File: src/rtl/serial_adder_pkg.sv
// Shared definitions for the bit-serial adder controller.
//   state_t   : controller FSM encoding (IDLE, RUN, DONE)
//   cnt_width : bit-counter width for a given operand width (minimum 1)
package serial_adder_pkg;

  typedef enum logic [1:0] {
    IDLE = 2'd0,
    RUN  = 2'd1,
    DONE = 2'd2
  } state_t;

  function automatic int unsigned cnt_width(input int unsigned width);
    return (width > 1) ? int'($clog2(width)) : 1;
  endfunction

endpackage

File: src/rtl/serial_adder_ctrl_if.sv
// Handshake bundle for serial_adder_ctrl.
//   start_valid/start_ready + a, b, cin : operand request channel
//   res_valid/res_ready + sum, cout     : result channel
//   busy                                : controller not idle
// master = operand producer / result consumer, slave = the adder controller.
interface serial_adder_ctrl_if #(
  parameter int unsigned WIDTH = 8
);

  logic             start_valid;
  logic             start_ready;
  logic [WIDTH-1:0] a;
  logic [WIDTH-1:0] b;
  logic             cin;
  logic             res_valid;
  logic             res_ready;
  logic [WIDTH-1:0] sum;
  logic             cout;
  logic             busy;

  modport master (
    output start_valid, a, b, cin, res_ready,
    input  start_ready, res_valid, sum, cout, busy
  );

  modport slave (
    input  start_valid, a, b, cin, res_ready,
    output start_ready, res_valid, sum, cout, busy
  );

endinterface

File: src/rtl/serial_adder_ctrl_fa_cell.sv
// Combinational full adder built from two half adders and an OR.
//   a, b, cin : addend bits and carry in
//   sum, cout : sum bit and carry out
module fa_cell (
  input  logic a,
  input  logic b,
  input  logic cin,
  output logic sum,
  output logic cout
);

  logic h1_sum;
  logic h1_carry;
  logic h2_carry;

  always_comb begin
    h1_sum   = a ^ b;
    h1_carry = a & b;
    sum      = h1_sum ^ cin;
    h2_carry = h1_sum & cin;
    cout     = h1_carry | h2_carry;
  end

endmodule

File: src/rtl/serial_adder_ctrl.sv
// Bit-serial WIDTH-bit adder controller around a single full-adder cell.
//   clk : rising-edge clock
//   rst : asynchronous active-high reset
//   bus : serial_adder_ctrl_if slave modport (operand and result handshakes)
// Operands are accepted in IDLE, added LSB-first over WIDTH RUN cycles with the
// carry held in a flip-flop, and the result is held in DONE until accepted.
// All outputs are registered.
module serial_adder_ctrl
  import serial_adder_pkg::*;
#(
  parameter int unsigned WIDTH = 8
) (
  input  logic                clk,
  input  logic                rst,
  serial_adder_ctrl_if.slave  bus
);

  localparam int unsigned   CW   = cnt_width(WIDTH);
  localparam logic [CW-1:0] LAST = CW'(WIDTH - 1);

  state_t           state;
  logic [WIDTH-1:0] a_sh;
  logic [WIDTH-1:0] b_sh;
  logic [WIDTH-1:0] sum_sh;
  logic [WIDTH-1:0] sum_next;
  logic             carry;
  logic [CW-1:0]    cnt;
  logic             fa_sum;
  logic             fa_cout;

  fa_cell u_fa (
    .a    (a_sh[0]),
    .b    (b_sh[0]),
    .cin  (carry),
    .sum  (fa_sum),
    .cout (fa_cout)
  );

  // Shift right with the new sum bit entering at the MSB; written this way so
  // WIDTH = 1 needs no zero-width slice.
  always_comb begin
    sum_next            = sum_sh >> 1;
    sum_next[WIDTH-1]   = fa_sum;
  end

  always_ff @(posedge clk or posedge rst) begin
    if (rst) begin
      state           <= IDLE;
      a_sh            <= '0;
      b_sh            <= '0;
      sum_sh          <= '0;
      carry           <= 1'b0;
      cnt             <= '0;
      bus.sum         <= '0;
      bus.cout        <= 1'b0;
      bus.res_valid   <= 1'b0;
      bus.busy        <= 1'b0;
      bus.start_ready <= 1'b1;
    end else begin
      case (state)
        IDLE: begin
          if (bus.start_valid) begin
            a_sh            <= bus.a;
            b_sh            <= bus.b;
            carry           <= bus.cin;
            cnt             <= '0;
            sum_sh          <= '0;
            state           <= RUN;
            bus.start_ready <= 1'b0;
            bus.busy        <= 1'b1;
          end
        end
        RUN: begin
          sum_sh <= sum_next;
          carry  <= fa_cout;
          a_sh   <= a_sh >> 1;
          b_sh   <= b_sh >> 1;
          if (cnt == LAST) begin
            // Result registers load on the final bit so DONE presents them
            // directly; the counter is left at LAST rather than wrapping.
            state         <= DONE;
            bus.sum       <= sum_next;
            bus.cout      <= fa_cout;
            bus.res_valid <= 1'b1;
          end else begin
            cnt <= cnt + 1'b1;
          end
        end
        DONE: begin
          if (bus.res_ready) begin
            state           <= IDLE;
            bus.res_valid   <= 1'b0;
            bus.busy        <= 1'b0;
            bus.start_ready <= 1'b1;
          end
        end
        default: begin
          state           <= IDLE;
          bus.res_valid   <= 1'b0;
          bus.busy        <= 1'b0;
          bus.start_ready <= 1'b1;
        end
      endcase
    end
  end

endmodule
File: src/flat_wrapper.sv
// flat-port wrapper written by rule: the top's interface ports become plain ports
module serial_adder_ctrl_flat import serial_adder_pkg::*;
#(
  parameter int unsigned WIDTH = 8
)
  (clk, rst, bus_start_valid, bus_a, bus_b, bus_cin, bus_res_ready, bus_start_ready, bus_res_valid, bus_sum, bus_cout, bus_busy);
  serial_adder_ctrl_if #(.WIDTH(WIDTH)) bus_i ();
  input  logic clk;
  input  logic rst;
  input wire logic [$bits(bus_i.start_valid)-1:0] bus_start_valid;
  input wire logic [$bits(bus_i.a)-1:0] bus_a;
  input wire logic [$bits(bus_i.b)-1:0] bus_b;
  input wire logic [$bits(bus_i.cin)-1:0] bus_cin;
  input wire logic [$bits(bus_i.res_ready)-1:0] bus_res_ready;
  output wire logic [$bits(bus_i.start_ready)-1:0] bus_start_ready;
  output wire logic [$bits(bus_i.res_valid)-1:0] bus_res_valid;
  output wire logic [$bits(bus_i.sum)-1:0] bus_sum;
  output wire logic [$bits(bus_i.cout)-1:0] bus_cout;
  output wire logic [$bits(bus_i.busy)-1:0] bus_busy;
  assign bus_i.start_valid = bus_start_valid;
  assign bus_i.a = bus_a;
  assign bus_i.b = bus_b;
  assign bus_i.cin = bus_cin;
  assign bus_i.res_ready = bus_res_ready;
  assign bus_start_ready = bus_i.start_ready;
  assign bus_res_valid = bus_i.res_valid;
  assign bus_sum = bus_i.sum;
  assign bus_cout = bus_i.cout;
  assign bus_busy = bus_i.busy;
  serial_adder_ctrl #(.WIDTH(WIDTH)) u_core (.clk(clk), .rst(rst), .bus(bus_i));
endmodule
File: config.mk
export PLATFORM = sky130hd
export DESIGN_NAME = serial_adder_ctrl_flat
export DESIGN_NICKNAME = d
export VERILOG_FILES = /design/src/rtl/serial_adder_pkg.sv /design/src/rtl/serial_adder_ctrl_if.sv /design/src/rtl/serial_adder_ctrl_fa_cell.sv /design/src/rtl/serial_adder_ctrl.sv /design/src/flat_wrapper.sv
export SDC_FILE = /design/constraint.sdc
export NUM_CORES = 1
export LEC_CHECK = 0
export ABC_AREA = 1
export CAP_MARGIN = 0
export CORE_AREA = 4 4 85 87
export CTS_BUF_LIST = sky130_fd_sc_hd__clkbuf_4
export CTS_CLUSTER_SIZE = 28
export DETAILED_ROUTE_END_ITERATION = 16
export DIE_AREA = 0 0 89 91
export GPL_ROUTABILITY_DRIVEN = 0
export PLACE_DENSITY = 0.48
export SYNTH_ARGS = -nofsm -noshare
export SYNTH_HDL_FRONTEND = slang
export SYNTH_SLANG_ARGS = --single-unit
File: constraint.sdc
create_clock -name clk -period 1.91 [get_ports clk]
set_clock_uncertainty 0.2 [all_clocks]
set_input_delay 0.573 -clock clk [delete_from_list [all_inputs] [get_ports clk]]
set_output_delay 0.573 -clock clk [all_outputs]
set_load 0.005 [all_outputs]
==> impl_results.md <==
- Result of the run: completed
- Count of maximum capacitance violations: 0
- Mean number of vias per cell: about 4.5
- TritonCTS clock tree: done
- Setup WS post-layout: ~0.11 ns
- Start point of the critical path: u_core.bus.start_ready
- Final clock period utilization by the worst path: roughly 94%
- Count of non-filler cells in the finished layout: about 340
- Max H-tree Level: 2
- Cell count after synthesis: about 230
- Count of antenna-violating nets left after detailed routing: 0
- Port Buffers: 32
- Leak Pwr: roughly 1.3 nW
- Average footprint of a synthesized cell: roughly 8.5 um^2
- Cell taking the most area after synthesis: sky130_fd_sc_hd__dfrtp_1
- Final critical path time including I/O delays and setup: roughly 1.8 ns
- Vias in the first global route: 1,621
- Gr ovfl total: 0
- Worst reg-to-reg path cell count: 6
- # DRC: 0
- Die Y: a little over 90 um
- Maximum frequency from static timing analysis: ~560 MHz
- WP data required: about 1.1 ns
- Worst path bufs/invs: 1
- Adder-cell area share of the yosys netlist: 2.36%
- Cell area reported after detailed placement: between 2000 and 2500 um^2
- Most used standard cells in the synthesized netlist: sky130_fd_sc_hd__nand2_1 (89), sky130_fd_sc_hd__dfrtp_1 (40), sky130_fd_sc_hd__nand3_1 (39), sky130_fd_sc_hd__inv_1 (14), sky130_fd_sc_hd__o21ai_0 (10)
- Maximum number of buffers from clock root to sink: 2
- Number of antenna violations at the first check in global routing: 0
- Fillers: a little under 700
- Pwr/cell area: roughly 1500 nW/um^2
- DP Cell Count: roughly 330
- Routed wire length per instance: ~12 um
- Clk pin slew, worst setup/hold paths: ~0.13 ns
- Post-synth EDFFs: 0
- Width of the chip: ~89 um
- Clock sink count: 41
- Share of synthesized area occupied by flip-flops and latches: a little over half
- Post-Route Hold Slack: between 0.2 and 0.3 ns
- FF-to-FF setup slack: around 0.29 ns
- WP data arrival: approximately 1 ns
- Final core utilization: 38.6%
- Detailed placement HPWL: around 2900 um
- Final number of setup-violating endpoints: 0
- Min-Delay Path Class: reg -> reg
- Most used standard cell by instance count after synthesis: sky130_fd_sc_hd__nand2_1
- Destination of the worst register-to-register timing path: u_core.cnt[1]
- Antenna fix cells: 0
- Nets: 290
- CTS root buf: sky130_fd_sc_hd__clkbuf_4
- RSZ-0062 raised after global routing: false
- Multiplexer fraction of the synthesized cell area: 0%
- Final Slew Violations: 0
- Crit Path Category: reg -> out
- Syn-to-layout area delta: 28.3%
- Core Area: between 6000 and 7000 um^2
- Power, Total: ~3.6 mW
- Synth Area in Simple Gates: a little under a third
- First-pass GRT wire length: approximately 7600 um
- Number of synthesis warnings: 0
- Critical Path Fanout Max: 2
- Most instantiated flip-flop cell in the synthesis netlist: sky130_fd_sc_hd__dfrtp_1
- FF+latch count, synth: just over 40
- Dominant combinational cell family by area after synthesis: simple AND/OR/NAND/NOR gates
- Via count: between 1,500 and 2,000
- Hold bufs inserted after CTS: 0
- CP max-delay cell: sky130_fd_sc_hd__dfstp_2
- FP Rows: 29
- Series of cell instances along the critical path: buf_2
- Share of final-layout standard cells stronger than drive strength 1: between 10% and 20%
- Top cells by area in the synthesized netlist: sky130_fd_sc_hd__dfrtp_1 (52%), sky130_fd_sc_hd__nand2_1 (17%), sky130_fd_sc_hd__nand3_1 (10%)
- Maximum number of pins on one net before global-route repair: between 40 and 50
- Net count of the mapped netlist: 249
- Detailed Route WL: around 4300 um
- Worst setup slack before clock tree synthesis: 0.0389 ns
- 1st-iter DRT viols: 78
- Worst path top cell family by delay: flip-flops
- TritonCTS buffer count: 5
- Worst Max-Slew Pin Slew: 0.288 ns
- Crit path to: bus_start_ready
- Area of combinational cells with multiple inputs: 751 um^2
- Final-report hold violation count: 0
- Latest clock arrival within the worst-skew pair: ~0.35 ns
- Post-synth top area share: a little over half
- Starting Density: between 30% and 40%
- Combined area of all synthesized cells: roughly 1900 um^2
- Path length in cells of the critical path: 1
- Compound-gate portion of the synthesized area: between 6 and 7%
- Worst voltage drop across the vdd grid: approximately 0.6 mV
- Share of the synthesized netlist area taken by xor and xnor gates: 0%
- Pre-antenna DRT Iters: 4
- Total area of sequential cells: 1030 um^2
- Highest cell delay on the worst timing path: 0.57 ns
- Async S/R FF share, synth: 100%
- Worst reg2reg startpoint: u_core.cnt[0]
- Critical Path Source Type: flop
- Kind of capture point of the worst setup path: primary output
- Sum Neg Setup Slack: 0 ns
- Die outline area: about 8000 um^2
- Unique cell type count in the Yosys netlist: 18
- Cell area after layout: between 2000 and 2500 um^2
- Headroom to the max-slew limit: around four fifths
- I/O Pins: 33
- GRT Resource Usage Total: 11.7%
[cells by family after synthesis]
family	Yosys count
buffers and inverters	27
adder cells (fa/ha/maj)	3
AO/OA/AOI/OAI	18
flip-flops	41
AND/OR/NAND/NOR	136
[worst reg2reg max path: cells and delay by family (launching register included)]
kind | cells | cell delay, ns
DFF | 1 | 0.43
and+or+nand+nor | 3 | 0.30
adders and majority gates | 2 | 0.45
buffers and inverters | 1 | 0.14
[layout make-up]
class / instances / share of cell area, %
Inverter: 16 / 2.45
Clock inverter: 2 / 1.43
Timing Repair Buffer: 45 / 17.8
Sequential cell: 41 / 41.9
Tap cell: 77 / 3.93
Multi-Input combinational cell: 157 / 30.6
Clock buffer: 6 / 1.84
[worst min-delay path by stage]
| stage | startpoint | end | slack, ns | cells after the start |
|---|---|---|---|---|
| after floorplan | u_core.sum_sh[2] | u_core.sum_sh[1] | 0.25 | 2 |
| after global placement | u_core.bus.busy | u_core.bus.busy | 0.26 | 2 |
| after detailed placement | u_core.bus.busy | u_core.bus.busy | 0.27 | 2 |
| after CTS | u_core.bus.start_ready | u_core.bus.start_ready | 0.29 | 2 |
| after global routing | u_core.bus.sum[5] | u_core.bus.sum[5] | 0.32 | 2 |
| final | u_core.bus.busy | u_core.bus.busy | 0.29 | 2 |
[report_power, final]
part	total (mW)	internal (mW)	leakage [nW]	switching, mW
Sequential	1.47	1.25	0.522	0.221
Combinational	1.60	0.696	0.715	0.906
Clock	0.581	0.289	0.0456	0.292
[what timing repair did]
item | 4_1_cts | 5_1_grt
buffers inserted | 3 | 0
endpoints found under the setup margin | 12 | 0
gates resized for setup | 15 | 0
[cell usage in the layout, fill, tap and decap left out, drive strengths merged]
cell	instances
nand2	93
dfrtp	40
nand3	39
clkdlybuf4s50	20
o21ai	17
inv	16
buf	14
dlygate4sd2	11
clkbuf	6
nand4	3
ha	2
nor2	1
a21oi	1
fa	1
clkinv	1
bufinv	1
dfstp	1
[routing by layer]
metal  routed length (um)  part of all wire, %  GRT usage, %
met3                  241                  5.6          2.90
met2                 2050                   48          19.2
met1                 1970                   46          15.3
met4                   23                 0.54          3.35
met5                    0                    0             0
[flip-flops by register name, indices dropped and copies added (netlist names)]
name and flops:
u_core.bus.busy 1, u_core.bus.res_valid 1, u_core.bus.cout 1, u_core.bus.start_ready 1, u_core.sum_sh 7, u_core.carry 1, u_core.bus.sum 8, u_core.b_sh 8
u_core.cnt 3, u_core.a_sh 8, u_core.state 2
Note: power is estimated with default switching activity, not from simulation.
